`src/rtl/bp_iteration_scheduler.sv`:
```
// Top-level sequencer for the belief-propagation LDPC decoder: walks the datapath through
// LLR load, check-node update, variable-node update and syndrome check until convergence.
module bp_iteration_scheduler #(
  parameter int NUM_VARS   = 4,
  parameter int NUM_CHECKS = 2,
  parameter int MAX_ITER   = 5,
  parameter int IDX_W      = 2,
  parameter int ITER_W     = 3
) (
  input  logic              clk,
  input  logic              reset,
  input  logic              start,
  input  logic              abort,
  input  logic              syndrome_ok,
  output logic              load_en,
  output logic              cn_en,
  output logic              vn_en,
  output logic              syn_en,
  output logic [IDX_W-1:0]  row_idx,
  output logic [IDX_W-1:0]  col_idx,
  output logic [ITER_W-1:0] iter_count,
  output logic              busy,
  output logic              done,
  output logic              converged
);

  typedef enum logic [2:0] {
    IDLE,
    LOAD,
    CN,
    VN,
    SYN,
    DONE
  } state_t;

  localparam logic [IDX_W-1:0]  LAST_VAR   = IDX_W'(NUM_VARS - 1);
  localparam logic [IDX_W-1:0]  LAST_CHECK = IDX_W'(NUM_CHECKS - 1);
  localparam logic [ITER_W-1:0] LAST_ITER  = ITER_W'(MAX_ITER - 1);

  state_t state;

  // Every output is loaded together with the state it belongs to, so the enables,
  // indices and status flags are all plain flops with no decode logic behind them.
  always_ff @(posedge clk or negedge reset) begin
    if (!reset) begin
      state      <= IDLE;
      load_en    <= 1'b0;
      cn_en      <= 1'b0;
      vn_en      <= 1'b0;
      syn_en     <= 1'b0;
      row_idx    <= '0;
      col_idx    <= '0;
      iter_count <= '0;
      busy       <= 1'b0;
      done       <= 1'b0;
      converged  <= 1'b0;
    end else if (abort) begin
      // Abandon quietly: no done pulse, and the iteration count is left for inspection.
      state     <= IDLE;
      load_en   <= 1'b0;
      cn_en     <= 1'b0;
      vn_en     <= 1'b0;
      syn_en    <= 1'b0;
      row_idx   <= '0;
      col_idx   <= '0;
      busy      <= 1'b0;
      done      <= 1'b0;
      converged <= 1'b0;
    end else begin
      case (state)
        IDLE: begin
          if (start) begin
            state      <= LOAD;
            load_en    <= 1'b1;
            busy       <= 1'b1;
            row_idx    <= '0;
            col_idx    <= '0;
            iter_count <= '0;
            converged  <= 1'b0;
          end
        end

        LOAD: begin
          if (col_idx == LAST_VAR) begin
            state   <= CN;
            load_en <= 1'b0;
            cn_en   <= 1'b1;
            col_idx <= '0;
            row_idx <= '0;
          end else begin
            col_idx <= col_idx + 1'b1;
          end
        end

        CN: begin
          if (row_idx == LAST_CHECK) begin
            state   <= VN;
            cn_en   <= 1'b0;
            vn_en   <= 1'b1;
            row_idx <= '0;
            col_idx <= '0;
          end else begin
            row_idx <= row_idx + 1'b1;
          end
        end

        VN: begin
          if (col_idx == LAST_VAR) begin
            state   <= SYN;
            vn_en   <= 1'b0;
            syn_en  <= 1'b1;
            col_idx <= '0;
          end else begin
            col_idx <= col_idx + 1'b1;
          end
        end

        // A passing syndrome always ends the decode, even on the final iteration.
        SYN: begin
          syn_en <= 1'b0;
          if (syndrome_ok) begin
            state     <= DONE;
            done      <= 1'b1;
            converged <= 1'b1;
          end else if (iter_count == LAST_ITER) begin
            state     <= DONE;
            done      <= 1'b1;
            converged <= 1'b0;
          end else begin
            state      <= CN;
            cn_en      <= 1'b1;
            row_idx    <= '0;
            iter_count <= iter_count + 1'b1;
          end
        end

        DONE: begin
          state <= IDLE;
          done  <= 1'b0;
          busy  <= 1'b0;
        end

        default: begin
          state   <= IDLE;
          load_en <= 1'b0;
          cn_en   <= 1'b0;
          vn_en   <= 1'b0;
          syn_en  <= 1'b0;
          row_idx <= '0;
          col_idx <= '0;
          busy    <= 1'b0;
          done    <= 1'b0;
        end
      endcase
    end
  end

endmodule

```
`config.mk`:
```
export PLATFORM = sky130hd
export DESIGN_NAME = bp_iteration_scheduler
export DESIGN_NICKNAME = d
export VERILOG_FILES = /design/src/rtl/bp_iteration_scheduler.sv
export SDC_FILE = /design/constraint.sdc
export NUM_CORES = 1
export LEC_CHECK = 0
export CAP_MARGIN = 20
export CORE_MARGIN = 2
export CORE_UTILIZATION = 45
export DETAILED_ROUTE_END_ITERATION = 8
export DONT_BUFFER_PORTS = 1
export SYNTH_ARGS = -nofsm -noshare
export SYNTH_HDL_FRONTEND = slang
export SYNTH_SLANG_ARGS = --single-unit
```
`constraint.sdc`:
```
create_clock -name clk -period 2.55 [get_ports clk]
set_input_delay 0.3825 -clock clk [delete_from_list [all_inputs] [get_ports clk]]
set_output_delay 0.3825 -clock clk [all_outputs]
set_load 0.05 [all_outputs]
```
* After elaboration in Yosys (flattened, before gate mapping) *
Cells that the tools add are included.

operators by class
  add/subtract/negate cells = 3
  multipliers = 0
  div/mod/pow operators = 0
  order comparisons = 0
  equality and inequality tests = 26
  shift-type cells = 0
  multiplexer cells = 49
  bitwise logic cells = 1
  reductions and logical operators = 23

operator list
  kind                 count
  $mux 3               10
  $reduce_or 4->1      5
  $mux 1               19
  $mux 2               9
  $ne 3x3->1 const B   6
  $ne 2x1->1 const B   8
  $pmux 3 s5           1
  $reduce_and 5->1     3
  $reduce_and 3->1     4
  $pmux 2 s5           1
  $eq 3x3->1 const B   3
  $pmux 1 s2           4
  $pmux 2 s4           1
  $eq 3x2->1 const B   2
  $ne 2x2->1 const B   3
  $pmux 1 s3           2
  $pmux 3 s2           1
  $reduce_and 2->1     3
  $reduce_or 2->1      3
  $add 2x1->2 const B  2
  $ne 4x4->1 const B   1
  $pmux 1 s4           1
  $reduce_and 4->1     1
  $add 3x1->3 const B  1
  other kinds (8)      8

storage, ports and cells
  flip-flop bits (word level) = 17
  bits in latches = 0
  RAM bits = 0
  memory bits (read-only) = 0
  input port bits = 5
  output and inout bits = 14
  word-level logic and storage cells = 113
  memories kept = 0

* Depth between registers and ports, before layout *
Gate-level depths: netlist of the first run.

  depth after elaboration = 5
  depth in mapped cells = 6
  depth with buffers taken out = 6

* Least setup slack after synthesis of the first run *
OpenSTA, ideal clock, no wires.

  path type = register to register
  start point = register iter_count[0]
  end point = register cn_en
  data arrival time = 1.825 ns
  path slack = 0.600 ns
  stages on the path, launching flop included = 7
  buffers on the path = 0
  period minus slack after synthesis = 1.950 ns
  cells stage by stage = dfrtp_1 -> inv_1 -> ha_1 -> a211oi_1 -> o32a_1 -> o311ai_2 -> mux2_4

between the ends
  word-level cells in the longest chain between the ends = 3

RTL lines
  what                               line  source
  start: declaration                 21    output logic [ITER_W-1:0] iter_count,
  start signal: assignment           133   iter_count <= iter_count + 1'b1;
  $eq 3x3->1                         125   end else if (iter_count == LAST_ITER) begin
  $ne 3x3->1 (no source line)        --
  $reduce_and 5->1 (no source line)  --
  end signal: assignment             98    cn_en <= 1'b0;
  end signal: assignment             131   cn_en <= 1'b1;
  end signal: assignment             146   cn_en <= 1'b0;
  end: declaration                   16    output logic cn_en,

No other way between the ends.
A chain may end at the register's enable or synchronous reset.

* Final worst setup path of the first run *
  start point = register col_idx[1]
  end point = register load_en

between the ends
  word-level cells in the longest chain between the ends = 3

RTL lines
  what                               line  source
  start: declaration                 20    output logic [IDX_W-1:0] col_idx,
  start signal: assignment           91    col_idx <= col_idx + 1'b1;
  start signal: assignment           114   col_idx <= col_idx + 1'b1;
  $eq 2x2->1                         84    if (col_idx == LAST_VAR) begin
  $ne 3x3->1 (no source line)        --
  $reduce_and 3->1 (no source line)  --
  end signal: assignment             74    load_en <= 1'b1;
  end signal: assignment             86    load_en <= 1'b0;
  end signal: assignment             145   load_en <= 1'b0;
  end: declaration                   15    output logic load_en,

No other way between the ends.

==> results.yml, run 1 <==
run_status:
  status: "finished clean"
drt:
  wl_per_cell_um: 15.3
  vias: 768
  drc: 0
  ant_nets: 0
  first_pass_iters: 4
  viasPerCell: 5.77
  wirelength_um: 2040
  first_iter_violations: 10
timing:
  finalHoldViolations: 0
  finalSetupViolations: 0
  fmax_mhz: 509
  grt_setup_unrepaired: "false"
  setup_tns_ns: 0
  worst_pin_slew_ns: 0.793
  timing.final.ws_setup_ns: 0.586
  post-route-period-util_pct: 77.0
  relSlewSlack_pct: 47.0
  slew_viol_final: 0
  fin_skew_ns: 0.00537
  finalCriticalPeriod_ns: 1.96
cts:
  path_clk_slew_ns: 0.11
  post_cts_buffers: 0
  cts_buffers: 3
  clock_path_buffers: 2
  cts_root_buffer: "clkbuf_4"
  htree_levels: 1
  cts.sinks: 17
  insertion_delay_ns: 0.29
  post_cts_resized: 0
  cts_tree: "yes"
  ctsHoldBuffers: 1
logic_synthesis:
  ys_ff_latch: 17
  synth_edf_count: 0
  synth_flop_cell: "dfrtp_1"
  synth_cell_type_count: 42
  avgSynthCellArea_sq_um: 9.95
  syn_nets: 109
  async_reset_ff_share_pct: 100
  synthCells: 101
  ys_seq_area_share_pct: 42.3
  synth_area_sq_um: 1000
  ys_warn_count: 0
power:
  leakagePower_nw: 0.481
  ir_worst_vdd_v: 0.000250
  powerDensity_nw_per_um2: 480
  total_power_uw: 517
floorplan:
  ios: 19
  fp.coreArea_sq_um: 2170
  initial_core_util_pct: 46.3
  dieArea_sq_um: 2630
  die_x_um: 51.3
  row_count: 17
  die_h_um: 51.3
run:
  maxCapViolCount: 0
final_layout:
  fin_area_sq_um: 1080
  drive_above_1_share_pct: 16.2
  diodes: 0
  layout_common_cells: "17 x dfrtp_1, 12 x nor2_1, 5 x inv_1, 5 x buf_4"
  nNetsFinal: 114
  area_growth_pct: 7.22
  final_common_cell: "dfrtp_1"
critical_path:
  crit_family: "compound AO/OA/AOI/OAI gates"
  cp_slowest_stage_delay_ns: 0.59
  cp_data_arrival_time_ns: 2.14
  crit_type: "reg2reg"
  cp.required_ns: 2.73
  worst-path-buf-inv: 0
  cp_max_fo: 5
  slowest_stage: "dfrtp_1"
  worstSetupStartpointType: "flop"
  crit_chain: "ha_1, and2_0, a2111o_1, a22oi_1, o21ai_0"
  worstSetupEndpointType: "flop"
place:
  dp_slack_ns: 0.611
  dpl.hpwl_um: 1470
  portBuffers: 0
  dpl_cell_area_sq_um: 1040
  gp_congestion: 0.811
global_routing:
  antenna_found_initial: 0
  grt_pass1_vias: 720
  grt_usage_pct: 17.8
  gr-total-overflow: 0
  grt_pass1_wl_um: 3520
  grt_max_degree: 21
worst_hold_path:
  hold_class: "in2reg"
## report_power, final
| group | switching (mW) | total (mW) | internal [mW] |
|---|---|---|---|
| Clock | 0.0879 | 0.149 | 0.0608 |
| Sequential | 0.0331 | 0.311 | 0.278 |
| Combinational | 0.0336 | 0.0576 | 0.0240 |
| Total | 0.155 | 0.517 | 0.362 |
## layout make-up
class,instances,area [sq um]
clock buffers,4,26.3
fillers,221,1090
inverters,5,18.8
multi-input cells,73,524
flip-flops and latches,17,425
well taps,28,35.0
repair buffers,6,47.5
## final timing paths
check	startpoint	cells after the start	slack [ns]	endpoint
max	col_idx[1]	5	0.59	load_en
min	abort	1	0.14	state[1]
max reg2reg	col_idx[1]	5	0.59	load_en
min reg2reg	iter_count[1]	2	0.56	iter_count[1]
max in group asynchronous	reset	1	1.45	col_idx[1]
min in group asynchronous	reset	1	0.61	iter_count[0]
## per-layer routing
metal / global-route usage [%] / part of all wire (%) / vias to the layer above / wire length, um
li1: - / - / 388 / -
met3: 3.51 / 3.2 / 4 / 65
met2: 24.2 / 44 / 11 / 895
met4: 5.26 / 0.83 / 0 / 17
met1: 28.0 / 52 / 365 / 1060
met5: 0 / 0 / - / 0
## Yosys cell counts, drive strengths merged, types with 3 or more instances
library cell | count | share of area (%)
nor2 | 12 | 4.5
o21ai | 5 | 2.5
dfrtp | 17 | 42
mux2i | 3 | 3.0
buf | 4 | 2.9
a21oi | 4 | 2.0
nand2 | 3 | 1.1
nor3 | 4 | 2.0
ha | 3 | 3.7
inv | 5 | 1.9
a22oi | 3 | 2.2
## registers in the layout (all words and copies together), names as in the netlist
name        cells
converged       1
syn_en          1
iter_count      3
load_en         1
col_idx         2
row_idx         2
cn_en           1
state           3
vn_en           1
busy            1
done            1
## worst reg2reg max path: stages (launching register included)
cell      delay [ns]
dfrtp_1         0.59
ha_1            0.32
and2_0          0.27
a2111o_1        0.43
a22oi_1         0.16
o21ai_0         0.10
## metrics by stage
step                      hold slack (ns)  util (%)  std cells
after CTS                           0.137      49.7        133
final                               0.139      49.7        133
after global routing                0.125      49.7        133
after global placement             0.0875      48.0        128
after detailed placement           0.0875      48.0        128
after floorplan                    0.0869         -        101
## cells by family (layout without fill, tap and decap cells)
group | count (synthesis) | count (layout) | synth area share (%)
AOI/OAI and AO/OA | 31 | 31 | 23.7
muxes | 4 | 4 | 4.48
adders and majority gates | 3 | 3 | 3.74
buffers and inverters | 11 | 15 | 5.48
and+or+nand+nor | 33 | 33 | 18.6
DFF | 17 | 17 | 42.3
xor gates and xnor gates | 2 | 2 | 1.74
(Power assumes the default switching activity.)
==> inputs of run 2 (changes only) <==
clock period = 1.7 ns   (was 2.55 ns; I/O delays follow)
==> results.yml, run 2 (synthesis gave the netlist of run 1 again) <==
global_routing:
  grt_pass1_wl_um: 3950
  antenna_found_initial: 0
  grt_max_degree: 21
  grt_pass1_vias: 842
  grt_usage_pct: 20.1
  gr-total-overflow: 0
critical_path:
  crit_type: "reg2reg"
  startpoint: "state[2]"
  worstSetupStartpointType: "flop"
  reg2reg_slack_ns: 0.04
  r2r-end: "cn_en"
  r2r-start: "state[2]"
  cp-endpoint: "cn_en"
  crit_family: "simple AND/OR/NAND/NOR gates"
  cp_data_arrival_time_ns: 1.85
  cp.required_ns: 1.89
  cp_slowest_stage_delay_ns: 0.51
  crit_chain: "nand2b_4, or4_4, o311ai_2, mux2_4"
  slowest_stage: "or4_4"
  ff2ff_path_depth: 4
  worstSetupEndpointType: "flop"
  worstSetupPathDepth: 4
  worst-path-buf-inv: 0
  cp_max_fo: 6
place:
  dpl_cell_area_sq_um: 1140
  gp_congestion: 0.806
  portBuffers: 0
  dpl.hpwl_um: 1630
  placed_cells: 141
floorplan:
  die_x_um: 51.3
  row_count: 17
  die_h_um: 51.3
  dieArea_sq_um: 2630
  fp.coreArea_sq_um: 2170
  ios: 19
  initial_core_util_pct: 46.3
final_layout:
  final-seq-area_sq_um: 433
  layout_common_cells: "19 x buf_4, 12 x nor2_1, 11 x dfrtp_1"
  n_fill_cell: 194
  nNetsFinal: 130
  drive_above_1_share_pct: 35.5
  final_common_cell: "buf_4"
  largest_registers: "iter_count x3, state x3"
  final_util_pct: 56.7
  diodes: 0
  area_growth_pct: 22.4
  fin_area_sq_um: 1230
  instances_no_fill: 149
  multi_input_area_sq_um: 543
drt:
  first_pass_iters: 5
  first_iter_violations: 23
  wirelength_um: 2320
  drc: 0
  viasPerCell: 5.95
  wl_per_cell_um: 15.6
  vias: 887
  ant_nets: 0
power:
  leakagePower_nw: 0.561
  ir_worst_vdd_v: 0.000651
  powerDensity_nw_per_um2: 650
  total_power_uw: 800
timing:
  finalHoldViolations: 0
  slew_viol_final: 0
  fin_skew_ns: 0.00249
  fmax_mhz: 604
  holdWs_ns: 0.0123
  worst_pin_slew_ns: 0.807
  finalCriticalPeriod_ns: 1.66
  finalSetupViolations: 0
  relSlewSlack_pct: 46.0
  post-route-period-util_pct: 97.4
cts:
  cts.sinks: 17
  htree_levels: 1
  cts_root_buffer: "clkbuf_4"
  clock_path_buffers: 2
  cts_buffers: 3
  cts_tree: "yes"
  path_clk_slew_ns: 0.10
  insertion_delay_ns: 0.29
run_status:
  status: "finished clean"
run:
  maxCapViolCount: 0
worst_hold_path:
  min_path_cells: 1
  hold_class: "in2reg"
[run 2: cell types whose count changed in the layout (fill, tap and decap cells not counted), sizes merged]
cell	before	now
clkinv	0	1
buf	5	19
dlygate4sd3	1	3
clkbuf	4	3
[run 2: power breakdown]
part | switching [mW] | internal, mW
registers | 0.0295 | 0.418
logic | 0.0772 | 0.0530
clock network | 0.135 | 0.0876
[run 2: layer usage]
metal	routed length [um]	GRT usage, %
met5	0	0
met4	52	5.70
met3	138	7.02
met2	1050	30.1
met1	1070	27.5
[run 2: layout make-up]
type	instances	share of cell area [%]
Clock buffer	3	1.83
Clock inverter	1	0.407
Inverter	5	1.53
Multi-Input combinational cell	73	44.2
Sequential cell	17	35.2
Tap cell	28	2.85
Timing Repair Buffer	22	14.0
[run 2: worst reg2reg max path: stages (launching register included)]
cell	delay (ns)
dfrtp_1	0.43
nand2b_4	0.18
or4_4	0.51
o311ai_2	0.11
mux2_4	0.33
[run 2: how the worst min path moves through the flow]
stage,start,endpoint,slack [ns]
floorplan,reset,busy,-0.04
global placement,reset,state[0],-0.04
detailed placement,reset,vn_en,-0.04
CTS,abort,syn_en,0.001
global route,abort,state[2],0.002
finish,abort,state[0],0.01
[run 2: what timing repair did]
action	CTS	global route
endpoints found under the setup margin	0	4
hold endpoints to repair	18	2
hold buffers	2	1
setup buffers	0	1
gates resized for setup	0	5
[run 2: per-stage QoR]
step	worst slack, ns	setup TNS, ns
2_1_floorplan	-0.0133	-0.0133
3_3_place_gp	0.0638	0
3_5_place_dp	0.0585	0
4_1_cts	0.0342	0
5_1_grt	-0.0139	-0.0139
6_report	0.0443	0
==> inputs of run 3 (changes only) <==
CORE_ASPECT_RATIO = 0.75   (was unset)
REMOVE_ABC_BUFFERS = 1   (was unset)
==> results.yml, run 3 (synthesis gave the netlist of run 1 again) <==
run_status:
  status: "finished, violations left"
  violations: "negative setup slack"
final_layout:
  layout_common_cells: "24 x buf_4, 16 x dfrtp_1, 12 x nor2_1"
  diodes: 0
  nNetsFinal: 135
  n_fill_cell: 157
  drive_above_1_share_pct: 31.7
  largest_registers: "iter_count x3, state x3"
  fin_area_sq_um: 1260
  area_growth_pct: 25.7
  final_common_cell: "buf_4"
  multi_input_area_sq_um: 549
  final-seq-area_sq_um: 427
global_routing:
  busiest_layer: "met2"
  grt_usage_pct: 20.9
  grt_pass1_wl_um: 3980
  grt_use_met2_pct: 30.6
  grt_max_degree: 18
  gr-total-overflow: 0
  met3_usage_pct: 6.88
  antenna_found_initial: 0
  grt_pass1_vias: 822
  grtUsageMet1_pct: 28.7
power:
  switching_share_pct: 31.6
  clkPwrFrac_pct: 28.9
  intPower_uw: 558
  powerDensity_nw_per_um2: 647
  ir_worst_vdd_v: 0.000548
  p_seq_share_pct: 54.9
  leakagePower_nw: 0.601
  p_switching_uw: 258
  share_comb_of_total_power_pct: 16.2
  total_power_uw: 817
timing:
  setup_tns_ns: -0.0286
  slew_viol_final: 0
  timing.final.ws_setup_ns: -0.0214
  worst_pin_slew_ns: 0.830
  fin_skew_ns: 0.00416
  finalHoldViolations: 0
  grt_setup_unrepaired: "true"
  relSlewSlack_pct: 44.5
  finalCriticalPeriod_ns: 1.72
  holdWs_ns: 0.0407
  finalSetupViolations: 2
  fmax_mhz: 581
  post-route-period-util_pct: 101
floorplan:
  ios: 19
  die_h_um: 44.9
  initial_core_util_pct: 49.0
  die_x_um: 58.6
  row_count: 14
  dieArea_sq_um: 2630
  fp.coreArea_sq_um: 2050
drt:
  drc: 0
  first_iter_violations: 26
  vias: 914
  first_pass_iters: 4
  wirelength_um: 2620
  wl_per_cell_um: 17.5
  viasPerCell: 6.09
  ant_nets: 0
cts:
  clock_path_buffers: 2
  htree_levels: 1
  cts.sinks: 17
  path_clk_slew_ns: 0.11
  cts_tree: "yes"
  cts_buffers: 3
  insertion_delay_ns: 0.31
  cts_root_buffer: "clkbuf_4"
critical_path:
  worstSetupEndpointType: "flop"
  crit_type: "reg2reg"
  cp_data_arrival_time_ns: 1.96
  worstSetupStartpointType: "flop"
  cp.required_ns: 1.94
  cp_max_fo: 3
place:
  portBuffers: 0
  dpl_cell_area_sq_um: 1160
  dp_slack_ns: 0.00161
  gp_congestion: 0.879
  dpl.hpwl_um: 1770
worst_hold_path:
  hold_class: "in2reg"
run:
  maxCapViolCount: 0
run 3: cell count changes in the layout (fill, tap and decap cells not counted), moves of 2 or more:
cell,before,now
dfrtp_2,6,1
or3b_4,0,2
dfrtp_1,11,16
buf_4,19,24
or3b_2,2,0
run 3: through the flow:
stage          util (%)  instances
2_1_floorplan         -         95
3_3_place_gp       56.4        140
3_5_place_dp       56.4        140
4_1_cts            59.5        148
5_1_grt            61.6        150
6_report           61.6        150
run 3: metal layers:
layer | wire [um] | part of all wire [%]
met1 | 1180 | 45
met2 | 1170 | 45
met3 | 220 | 8.4
met4 | 46 | 1.8
met5 | 0 | 0
run 3: final cells by class:
class                      instances  area share [%]
clock buffer                       3            1.78
sequential                        17            33.8
tap                               24            2.38
clock inverter                     1           0.396
inverter                           5            1.49
timing repair buffer              27            16.7
multi-input combinational         73            43.5
run 3: power groups by stage:
stage	Clock [mW]	Combinational (mW)	Sequential [mW]
2_1_floorplan	0	0.0551	0.477
3_3_place_gp	0	0.110	0.455
3_5_place_dp	0	0.111	0.456
4_1_cts	0.242	0.127	0.448
5_1_grt	0.253	0.144	0.450
6_report	0.236	0.132	0.449
run 3: final timing paths:
kind,startpoint,endpoint,slack (ns),cells after the start
worst max-delay path,iter_count[0],iter_count[1],-0.02,6
worst min-delay path,abort,vn_en,0.04,1
worst max register to register,iter_count[0],iter_count[1],-0.02,6
worst min register to register,vn_en,vn_en,0.57,2
max in group asynchronous,reset,state[1],0.66,1
min in group asynchronous,reset,row_idx[0],0.48,1
run 3: worst max-delay path: stages, from the launching register on:
cell	delay, ns
dfrtp_1	0.37
inv_1	0.08
ha_1	0.24
a21oi_1	0.23
mux2i_1	0.13
nor3_1	0.37
mux2i_1	0.23
run 3: timing repair:
item,CTS,global route
buffers inserted,2,1
resized for setup,1,6
setup endpoints to repair,2,5
hold buffers,2,1
pin swaps,0,1
cloned,0,0
hold endpoints to repair,23,1
